File: config.mk
export PLATFORM = sky130hd
export DESIGN_NAME = ras_stack_param
export DESIGN_NICKNAME = d
export VERILOG_FILES = /design/src/rtl/ras_stack_param.sv
export SDC_FILE = /design/constraint.sdc
export NUM_CORES = 1
export LEC_CHECK = 0
export BUFFER_PORTS_ARGS = -buffer_cell sky130_fd_sc_hd__buf_2
export CAP_MARGIN = 20
export CORE_MARGIN = 8
export CORE_UTILIZATION = 50
export CTS_CLUSTER_DIAMETER = 100
export DETAILED_ROUTE_END_ITERATION = 12
export HOLD_SLACK_MARGIN = 0.02
export PLACE_DENSITY_LB_ADDON = 0.05
export SLEW_MARGIN = 40
export SYNTH_ARGS = -nofsm -noshare
export SYNTH_HDL_FRONTEND = slang
export SYNTH_SLANG_ARGS = --single-unit
File: constraint.sdc
create_clock -name clk -period 3.6 [get_ports clk]
set_clock_uncertainty 0.15 [all_clocks]
set_input_delay 0.18 -clock clk [delete_from_list [all_inputs] [get_ports clk]]
set_output_delay 0.18 -clock clk [all_outputs]
set_load 0.05 [all_outputs]
File: src/rtl/ras_stack_param.sv
// Return-address stack for the branch predictor.
// A circular buffer of {valid, data} entries with a top pointer and an occupancy count.
// Calls push the return PC and returns pop it. The current pointer, count and top data
// can be captured as a checkpoint. Restoring that checkpoint rewinds the stack after a
// misprediction or a flush.

module ras_stack_param #(
  parameter int unsigned DEPTH    = 8,
  parameter int unsigned ADDR_W   = 32,
  parameter int unsigned OVF_MODE = 0,
  parameter int unsigned PTR_W    = $clog2(DEPTH)
) (
  input  logic              clk,
  input  logic              reset,
  input  logic              push_valid,
  input  logic [ADDR_W-1:0] push_addr,
  input  logic              pop_valid,
  output logic              top_valid,
  output logic [ADDR_W-1:0] top_addr,
  output logic [PTR_W-1:0]  ckpt_ptr,
  output logic [PTR_W:0]    ckpt_cnt,
  input  logic              recover_valid,
  input  logic [PTR_W-1:0]  recover_ptr,
  input  logic [PTR_W:0]    recover_cnt,
  input  logic [ADDR_W-1:0] recover_top,
  output logic              ovf_drop
);

  localparam int unsigned CntW = PTR_W + 1;
  localparam logic [CntW-1:0]  CntFull = CntW'(DEPTH);
  localparam logic [CntW-1:0]  CntOne  = CntW'(1);
  localparam logic [PTR_W-1:0] PtrOne  = PTR_W'(1);

  // Architectural state
  logic [PTR_W-1:0]  ptr_q, ptr_d;
  logic [CntW-1:0]   cnt_q, cnt_d;
  logic [DEPTH-1:0]  valid_q;
  logic [ADDR_W-1:0] data_q [DEPTH];
  logic              ovf_q, ovf_d;

  // Single entry write port shared by push, push+pop replace and recover
  logic              wr_en;
  logic [PTR_W-1:0]  wr_idx;
  logic [ADDR_W-1:0] wr_data;

  logic is_empty;
  logic is_full;

  assign is_empty = (cnt_q == '0);
  assign is_full  = (cnt_q == CntFull);

  // Next-state decode: recover wins over push/pop; push+pop on a non-empty stack replaces top
  always_comb begin
    ptr_d   = ptr_q;
    cnt_d   = cnt_q;
    ovf_d   = 1'b0;
    wr_en   = 1'b0;
    wr_idx  = ptr_q;
    wr_data = push_addr;

    if (recover_valid) begin
      ptr_d = recover_ptr;
      cnt_d = recover_cnt;
      // An empty checkpoint carries no meaningful top data, so leave storage alone
      if (recover_cnt != '0) begin
        wr_en   = 1'b1;
        wr_idx  = recover_ptr;
        wr_data = recover_top;
      end
    end else if (push_valid && pop_valid && !is_empty) begin
      wr_en  = 1'b1;
      wr_idx = ptr_q;
    end else if (push_valid) begin
      // Also covers push+pop on an empty stack, which acts as a plain push
      if (!is_full) begin
        ptr_d  = ptr_q + PtrOne;
        cnt_d  = cnt_q + CntOne;
        wr_en  = 1'b1;
        wr_idx = ptr_q + PtrOne;
      end else if (OVF_MODE == 0) begin
        // Full in wrap mode: advancing the pointer lands on the oldest entry
        ptr_d  = ptr_q + PtrOne;
        wr_en  = 1'b1;
        wr_idx = ptr_q + PtrOne;
        ovf_d  = 1'b1;
      end else begin
        ovf_d = 1'b1;
      end
    end else if (pop_valid && !is_empty) begin
      // Entry contents are kept so a later recover can re-expose them
      ptr_d = ptr_q - PtrOne;
      cnt_d = cnt_q - CntOne;
    end
  end

  // Pointer, count and overflow pulse registers
  always_ff @(posedge clk) begin
    if (reset) begin
      ptr_q <= '0;
      cnt_q <= '0;
      ovf_q <= 1'b0;
    end else begin
      ptr_q <= ptr_d;
      cnt_q <= cnt_d;
      ovf_q <= ovf_d;
    end
  end

  // Entry storage, cleared on reset
  always_ff @(posedge clk) begin
    if (reset) begin
      valid_q <= '0;
      data_q  <= '{default: '0};
    end else if (wr_en) begin
      valid_q[wr_idx] <= 1'b1;
      data_q[wr_idx]  <= wr_data;
    end
  end

  // Zero-cycle read of the current top and checkpoint fields
  always_comb begin
    top_valid = !is_empty;
    top_addr  = '0;
    if (!is_empty && valid_q[ptr_q]) begin
      top_addr = data_q[ptr_q];
    end
    ckpt_ptr = ptr_q;
    ckpt_cnt = cnt_q;
    ovf_drop = ovf_q;
  end

  // A checkpoint can never hold more entries than the stack has
  a_recover_cnt_legal : assert property (
    @(posedge clk) disable iff (reset) recover_valid |-> (recover_cnt <= CntFull)
  );

  // Overflow reports only come from a push at full occupancy, never from a recovery
  a_ovf_source : assert property (
    @(posedge clk) disable iff (reset) ovf_d |-> (push_valid && !recover_valid && is_full)
  );

endmodule
# Yosys cells after proc, flatten, opt, wreduce, memory -nomap -nowiden

Cells that the tools add are included.

Flip-flop bits (word level): 272
Input bits: 76
Output and inout port bits: 41
Word-level logic and storage cells: 73

$add $sub $neg: 4
$lt $le $gt $ge: 6
Equal/unequal tests: 3
Muxes and demuxes: 31
Bitwise gates (word level): 4
Reduce and logical (&&, ||, !) cells: 13

Operators by type and width:

| cell                                                                                | count |
|---|---|
| 256-bit bitwise mux                                                                 | 1 |
| 32-bit two-way mux                                                                  | 6 |
| 32-bit binary-select mux with 3-bit select                                          | 1 |
| 32-bit demux with 3-bit select                                                      | 1 |
| 3-bit two-way mux                                                                   | 8 |
| 4-bit two-way mux                                                                   | 5 |
| 4-bit greater-or-equal comparator, second input constant                            | 2 |
| 3-bit by 4-bit less-than comparator with 1-bit output, second input constant        | 2 |
| 3-bit NOT with 4-bit output                                                         | 2 |
| 8-bit bitwise OR                                                                    | 1 |
| 1-bit two-way mux                                                                   | 7 |
| 1-bit logical AND                                                                   | 6 |
| 4-bit by 1-bit adder with 4-bit output, second input constant                       | 1 |
| 4-bit equality test, second input constant                                          | 1 |
| 4-bit zero test                                                                     | 1 |
| 4-bit by 1-bit less-than comparator with 1-bit output, second input constant        | 1 |
| 4-bit nonzero test                                                                  | 1 |
| 4-bit OR reduction                                                                  | 1 |
| 4-bit by 1-bit subtractor with 4-bit output, second input constant                  | 1 |
| 3-bit by 1-bit adder with 3-bit output, second input constant                       | 1 |
| 1-bit binary-select mux with 3-bit select                                           | 1 |
| 1-bit demux with 3-bit select                                                       | 1 |
| 3-bit by 1-bit greater-or-equal comparator with 1-bit output, second input constant | 1 |
| 3-bit != test, second input constant                                                | 1 |
| 7 further kinds                                                                     | 7 |

# Longest topological paths before layout

Gate-level depths: netlist of run 1.

Word-level depth: 11
Gate-level depth with buffers: 8
Mapped depth without buffers: 7

# Least setup slack after synthesis of run 1

OpenSTA, ideal clock, no wires.

Path type: register to output
Start: reg ptr_q[0] (netlist: ckpt_ptr[0])
End: out top_addr[10]
Arrival time: 2.993 ns
Data required time: 3.270 ns
Setup slack: 0.277 ns
Stages on the path, launching flop included: 8
Path through: dfxtp_1 > clkbuf_1 > buf_2 > buf_1 > buf_2 > mux4_2 > nand2_1 > a21oi_1

Longest elaborated chain between the ends: 5
Elaborated cells between the ends (all ways): 8
Classes of those cells: 6 x mux; 1 x bitwise; 1 x reduce/logical

Ends and longest elaborated chain:

| element                                                | line | RTL |
|---|---|---|
| start: declaration                                     | 35   | `logic [PTR_W-1:0] ptr_q, ptr_d;` |
| start signal: assignment                               | 103  | `ptr_q <= ptr_d;` |
| 3-bit NOT with 4-bit output (implied by the code)      | 125  | `top_addr = data_q[ptr_q];` |
| 32-bit binary-select mux with 3-bit select             | 125  |  |
| 32-bit two-way mux (implied by the code) (2 in series) | 125  |  |
| 32-bit two-way mux (*)                                 | 124  | `if (!is_empty && valid_q[ptr_q]) begin` |
| end: declaration                                       | 19   | `output logic [ADDR_W-1:0] top_addr,` |

Every way passes the cells marked *; elsewhere a longest branch is shown, timed or not. The select of a mux whose other input is x is not followed.

# Worst setup path after layout of run 1

Start: reg ptr_q[1] (netlist: ckpt_ptr[1])
End: out top_addr[26]

Same word-level chain as after synthesis.

==> results of run 1 <==
## sequential cells by signal, summed over array words and instances, names as in the netlist
signal	cells
ovf_drop	1
ckpt_ptr	3
ckpt_cnt	4
valid_q	8
data_q	256
## worst reg2reg max path, stage by stage, from the launching register on
cell	delay [ns]
dfxtp_1	0.42
o41a_1	0.52
xnor2_1	0.50
o211ai_1	0.14
dlygate4sd3_1	0.58
a21oi_1	0.15
dlygate4sd3_1	0.57
## through the flow
stage	util (%)	cell area (µm²)	power (W)
4_1_cts	58.4	15600	0.00769
3_5_place_dp	53.8	14300	0.00445
2_1_floorplan	-	13400	0.00412
5_1_grt	58.4	15600	0.00791
3_3_place_gp	53.8	14300	0.00443
6_report	58.4	15600	0.00761
## cells by family after synthesis
logic type                 count (synthesis)  share of synthesized area [%]
DFF                                      272                           40.7
AOI/OAI and AO/OA                         96                           4.46
buffers and inverters                    105                           3.42
xor gates and xnor gates                   6                          0.393
muxes                                    325                           32.9
adders and majority gates                  5                          0.523
and+or+nand+nor                          430                           17.6
## synthesized netlist by cell type, types with 3 or more instances
cell / number
ha_1: 4
mux4_2: 66
buf_4: 3
buf_2: 24
xnor2_1: 6
nor2_1: 5
nand2_1: 142
dfxtp_1: 272
o21ai_0: 3
a21oi_1: 75
nand3_1: 3
buf_1: 11
buf_6: 3
nor2b_1: 258
mux2_2: 255
nand2b_1: 3
inv_1: 10
nor3_1: 7
clkbuf_1: 53
## layer usage
layer	track usage, %	wire length (µm)
met1	25.8	15300
met2	34.8	15500
met3	2.70	1110
met4	4.27	512
met5	0	0
## final cells by class
class                      count  area [µm²]
clock buffer                  51         992
clock inverter                 5        75.1
fill                        2283       11100
inverter                      11        41.3
multi-input combinational    862        7500
sequential                   272        5450
tap                          341         427
timing repair buffer         168        1070
## repair_timing
item / in CTS / in global routing
hold endpoints to repair: 8 / 0
endpoints found under the setup margin: 0 / 0
hold buffers: 15 / 0
## power groups by stage
stage | clock (W) | sequential (W) | combinational [W]
2_1_floorplan | 0 | 0.00331 | 0.000802
3_3_place_gp | 0 | 0.00331 | 0.00112
3_5_place_dp | 0 | 0.00331 | 0.00113
4_1_cts | 0.00329 | 0.00325 | 0.00116
5_1_grt | 0.00342 | 0.00327 | 0.00123
6_report | 0.00322 | 0.00325 | 0.00114
## worst min-delay path by stage
stage	slack (ns)	end	cells past startpoint
final	0.04	ckpt_cnt[0]	3
after global routing	0.08	data_q[46]	3
after CTS	0.02	ckpt_cnt[0]	3
after detailed placement	0.29	valid_q[3]	2
after global placement	0.28	valid_q[2]	2
after floorplan	0.17	ckpt_ptr[0]	2
==> results.txt, run 1 <==
Clk_lat worst skew = 0.55 ns
Sw power = 0.00193 W
Post-CTS resize count = 0
Clock sink total = 272
Crit path from = ckpt_ptr[1]
# setup viols final = 0
DR vias = 9209
Root Driver = clkbuf_16
R2R Setup Slk = 0.52 ns
CTS max path bufs = 3
Share of the synthesized area in the top cell type = 40.7%
Layout cells sized above 1 = 39.7%
Internal power = 0.00568 W
Most common cell after layout, fill and taps aside = dfxtp_1
Drt via density = 5.39
Slew Limit Fails = 0
Worst Setup End Kind = primary output
VDD IR-drop max = 0.315 mV
Max incr delay on CP = 0.50 ns
Syn. warnings = 0
Initial antenna violation count = 0
Worst path slowest cell = mux4_2
Clk pwr share = 42.4%
Fin. Hold Viols = 0
Num rows = 60
Crit. path cell count = 7
Worst hold slack = 0.0447 ns
Async S/R FF share, synth = 0%
Main synth FF type = dfxtp_1
TritonCTS Buffers = 30
Postcts setup bufs = 0
Die Y = 180 µm
WP data required = 3.27 ns
Worst R2R Path Depth = 6
Post-synth EDFFs = 0
Area leader, netlist = dfxtp_1
Post-Layout Cell Count = 1710
Fin Setup TNS = 0 ns
Final worst-path cycle share = 91.9%
Crit path capture = top_addr[26]
All-layer global routing usage = 19.9%
Arrival time at the worst endpoint = 2.98 ns
Dpl cells = 1639
H-tree Lvls = 1
Largest net degree at the start of global routing = 80
Final Critical Period = 3.31 ns
Detailed router's first-iteration violation count = 341
Die Wd = 180 µm
Synth area leaders = dfxtp_1 (41%), mux2_2 (21%), nor2b_1 (12%), mux4_2 (11%), nand2_1 (4.0%)
Leakage = 6.46 nW
Pre-Repair DR Iteration Count = 4
CP Buf/Inv Count = 3
Slew at the pin with the worst max-slew slack = 0.749 ns
Synth cell types = 46
Seq pwr share = 42.7%
IO buf count = 116
Clk slew on worst S/H paths = 0.06 ns
Crit Reg-Reg Endpoint = ckpt_cnt[2]
Placer congestion estimate = 0.765
Hold Crit Class = in -> reg
DR WL/cell = 19.0 µm
CP Class = reg -> out
Pwr dens = 489 nW/µm²
Most frequent cells in the layout = dfxtp_1 (269), nor2b_1 (258), mux2_2 (255)
Crit path max fanout = 10
Worst r2r src = ckpt_cnt[0]
Max cap viols = 0
DR DRC count = 0
Total gr overflow = 0
First-pass GRT wire length = 53.0 mm
TritonCTS clock tree = yes
Core Region = 26700 µm²
Hold Startpoint = recover_valid
Seq/Total Area, Yosys = 40.7%
Cell family with most CP delay = buffers and inverters
Number of synthesized register bits = 272
Post-place setup slack = 0.564 ns
Syn Std Cell Area = 13400 µm²
# diodes = 0
Startpoint types = flip-flop
Cell count after synthesis = 1239
Final nets = 1426
Vias in the first global route = 9590
PnR worst setup slack = 0.291 ns
Post-route ant nets = 0
Switching share of total power = 25.4%
Critical path, cell by cell = inv_1, mux4_2, o21ai_0, nand2_1, buf_4, a21oi_1, buf_2
Post-Syn Nets = 1320
Unrepaired setup endpoints after global routing = no
Max Fclk = 0.302 GHz
Combinational share of power = 15.0%
Hpwl dp = 19.5 mm
Relative slew slack = 50.1%
Area Overhead vs Synth = 16.3%
Final wirelength = 32.5 mm
Mean post-synth cell area = 10.8 µm²
Starting Density = 50.2%
Die area = 32300 µm²
Top Ports = 117
Status = finished clean
Power figures use the tool's default switching activity.
==> run 2, diff against run 1 <==
Settings changed: CORE_UTILIZATION 50 to 30.
==> results.txt, run 2 (synthesis gave the netlist of run 1 again) <==
Status = finished clean
Core Region = 44100 µm²
Final Critical Period = 3.38 ns
TritonCTS Buffers = 34
Clk_lat worst skew = 0.53 ns
Clk slew on worst S/H paths = 0.06 ns
Largest net degree at the start of global routing = 115
Relative slew slack = 45.1%
Starting Density = 30.3%
Fillers = 4466
Dpl cell area = 14700 µm²
Drt via density = 4.71
Final Instance Area = 16000 µm²
Crit path max fanout = 15
Worst Setup End Kind = primary output
Leakage = 6.48 nW
Placer congestion estimate = 0.682
Most frequent cells in the layout = dfxtp_1 (269), nor2b_1 (258), mux2_2 (255)
First-pass GRT wire length = 58.9 mm
Fin Setup TNS = 0 ns
Root Driver = clkbuf_16
Die Wd = 227 µm
Post-route ant nets = 0
Top reg by flops = data_q
Total gr overflow = 0
Final nets = 1430
CP Class = reg -> out
IO buf count = 116
Pwr dens = 490 nW/µm²
# setup viols final = 0
Slew at the pin with the worst max-slew slack = 0.824 ns
Die area = 51600 µm²
CTS max path bufs = 3
Initial antenna violation count = 0
Final worst-path cycle share = 94.0%
Detailed router's first-iteration violation count = 390
Pre-Repair DR Iteration Count = 4
Layout cells sized above 1 = 39.7%
Die Y = 227 µm
All-layer global routing usage = 14.7%
H-tree Lvls = 2
Most common cell after layout, fill and taps aside = dfxtp_1
Area Overhead vs Synth = 19.4%
Largest register FFs = 256
# diodes = 0
Max cap viols = 0
Hpwl dp = 23.3 mm
Final wirelength = 37.7 mm
Worst R2R Path Depth = 6
Slew Limit Fails = 0
WP data required = 3.27 ns
DR DRC count = 0
Arrival time at the worst endpoint = 3.05 ns
Max Fclk = 0.295 GHz
Register Area = 5450 µm²
Unrepaired setup endpoints after global routing = no
TritonCTS clock tree = yes
Hold depth = 3
VDD IR-drop max = 0.247 mV
DR vias = 9249
Postcts setup bufs = 0
Hold Crit Class = in -> reg
Area occupied by multi-input gates = 7520 µm²
Fin. Hold Viols = 0
Startpoint types = flip-flop
Num rows = 77
DR WL/cell = 19.2 µm
Vias in the first global route = 9685
Clock sink total = 272
Top Ports = 117
==> run 2: cell count changes in the layout (fill, tap and decap cells not counted), sizes merged <==
cell | previous run | this run
clkbuf | 51 | 58
clkinv | 3 | 0
bufinv | 2 | 0
buf | 153 | 154
dlygate4sd3 | 15 | 14
==> run 2: layout make-up <==
class / instances / share of cell area, %
inverters: 11 / 0.258
repair buffers: 168 / 7.01
flip-flops and latches: 272 / 34.1
clock buffers: 58 / 6.92
well taps: 592 / 4.63
multi-input cells: 862 / 47.0
==> run 2: metal layers <==
layer,GRT usage (%),up-vias,wire (µm)
met5,0,-,0
met2,24.4,122,18000
met4,4.12,0,692
li1,-,4516,-
met1,19.5,4564,17800
met3,2.36,47,1220
==> run 2: final timing paths <==
path | slack [ns] | start | to
max | 0.22 | ckpt_ptr[1] | top_addr[21]
min | 0.04 | pop_valid | ovf_drop
max reg2reg | 0.70 | ckpt_cnt[3] | data_q[175]
min reg2reg | 0.29 | valid_q[3] | valid_q[3]
==> run 2: worst max-delay path, stage by stage (launching register included) <==
cell,delay (ns)
dfxtp_4,0.42
inv_1,0.15
mux4_2,0.50
o21ai_0,0.21
nand2_2,0.24
buf_12,0.24
a21oi_1,0.39
buf_2,0.36
==> run 2: metrics by stage <==
| stage | utilization, % | hold WS, ns | setup slack [ns] | instances | power (W) |
|---|---|---|---|---|---|
| 3_5_place_dp | 33.3 | 0.289 | 0.630 | 1889 | 0.00450 |
| 5_1_grt | 36.2 | 0.0462 | 0.0318 | 1963 | 0.00821 |
| 2_1_floorplan | - | 0.175 | 0.277 | 1239 | 0.00412 |
| 4_1_cts | 36.1 | 0.0220 | 0.167 | 1960 | 0.00799 |
| 6_report | 36.2 | 0.0381 | 0.216 | 1963 | 0.00783 |
| 3_3_place_gp | 33.3 | 0.282 | 0.658 | 1889 | 0.00450 |
==> run 2: report_power, final <==
group | leakage, nW | switching, W | internal [W] | total [W]
sequential | 2.21 | 0.000104 | 0.00316 | 0.00327
combinational | 3.74 | 0.000641 | 0.000522 | 0.00116
clock | 0.540 | 0.00132 | 0.00208 | 0.00340
==> run 2: what timing repair did <==
action	CTS	global route
hold buffers	13	1
gates resized for setup	0	0
hold endpoints to repair	7	11
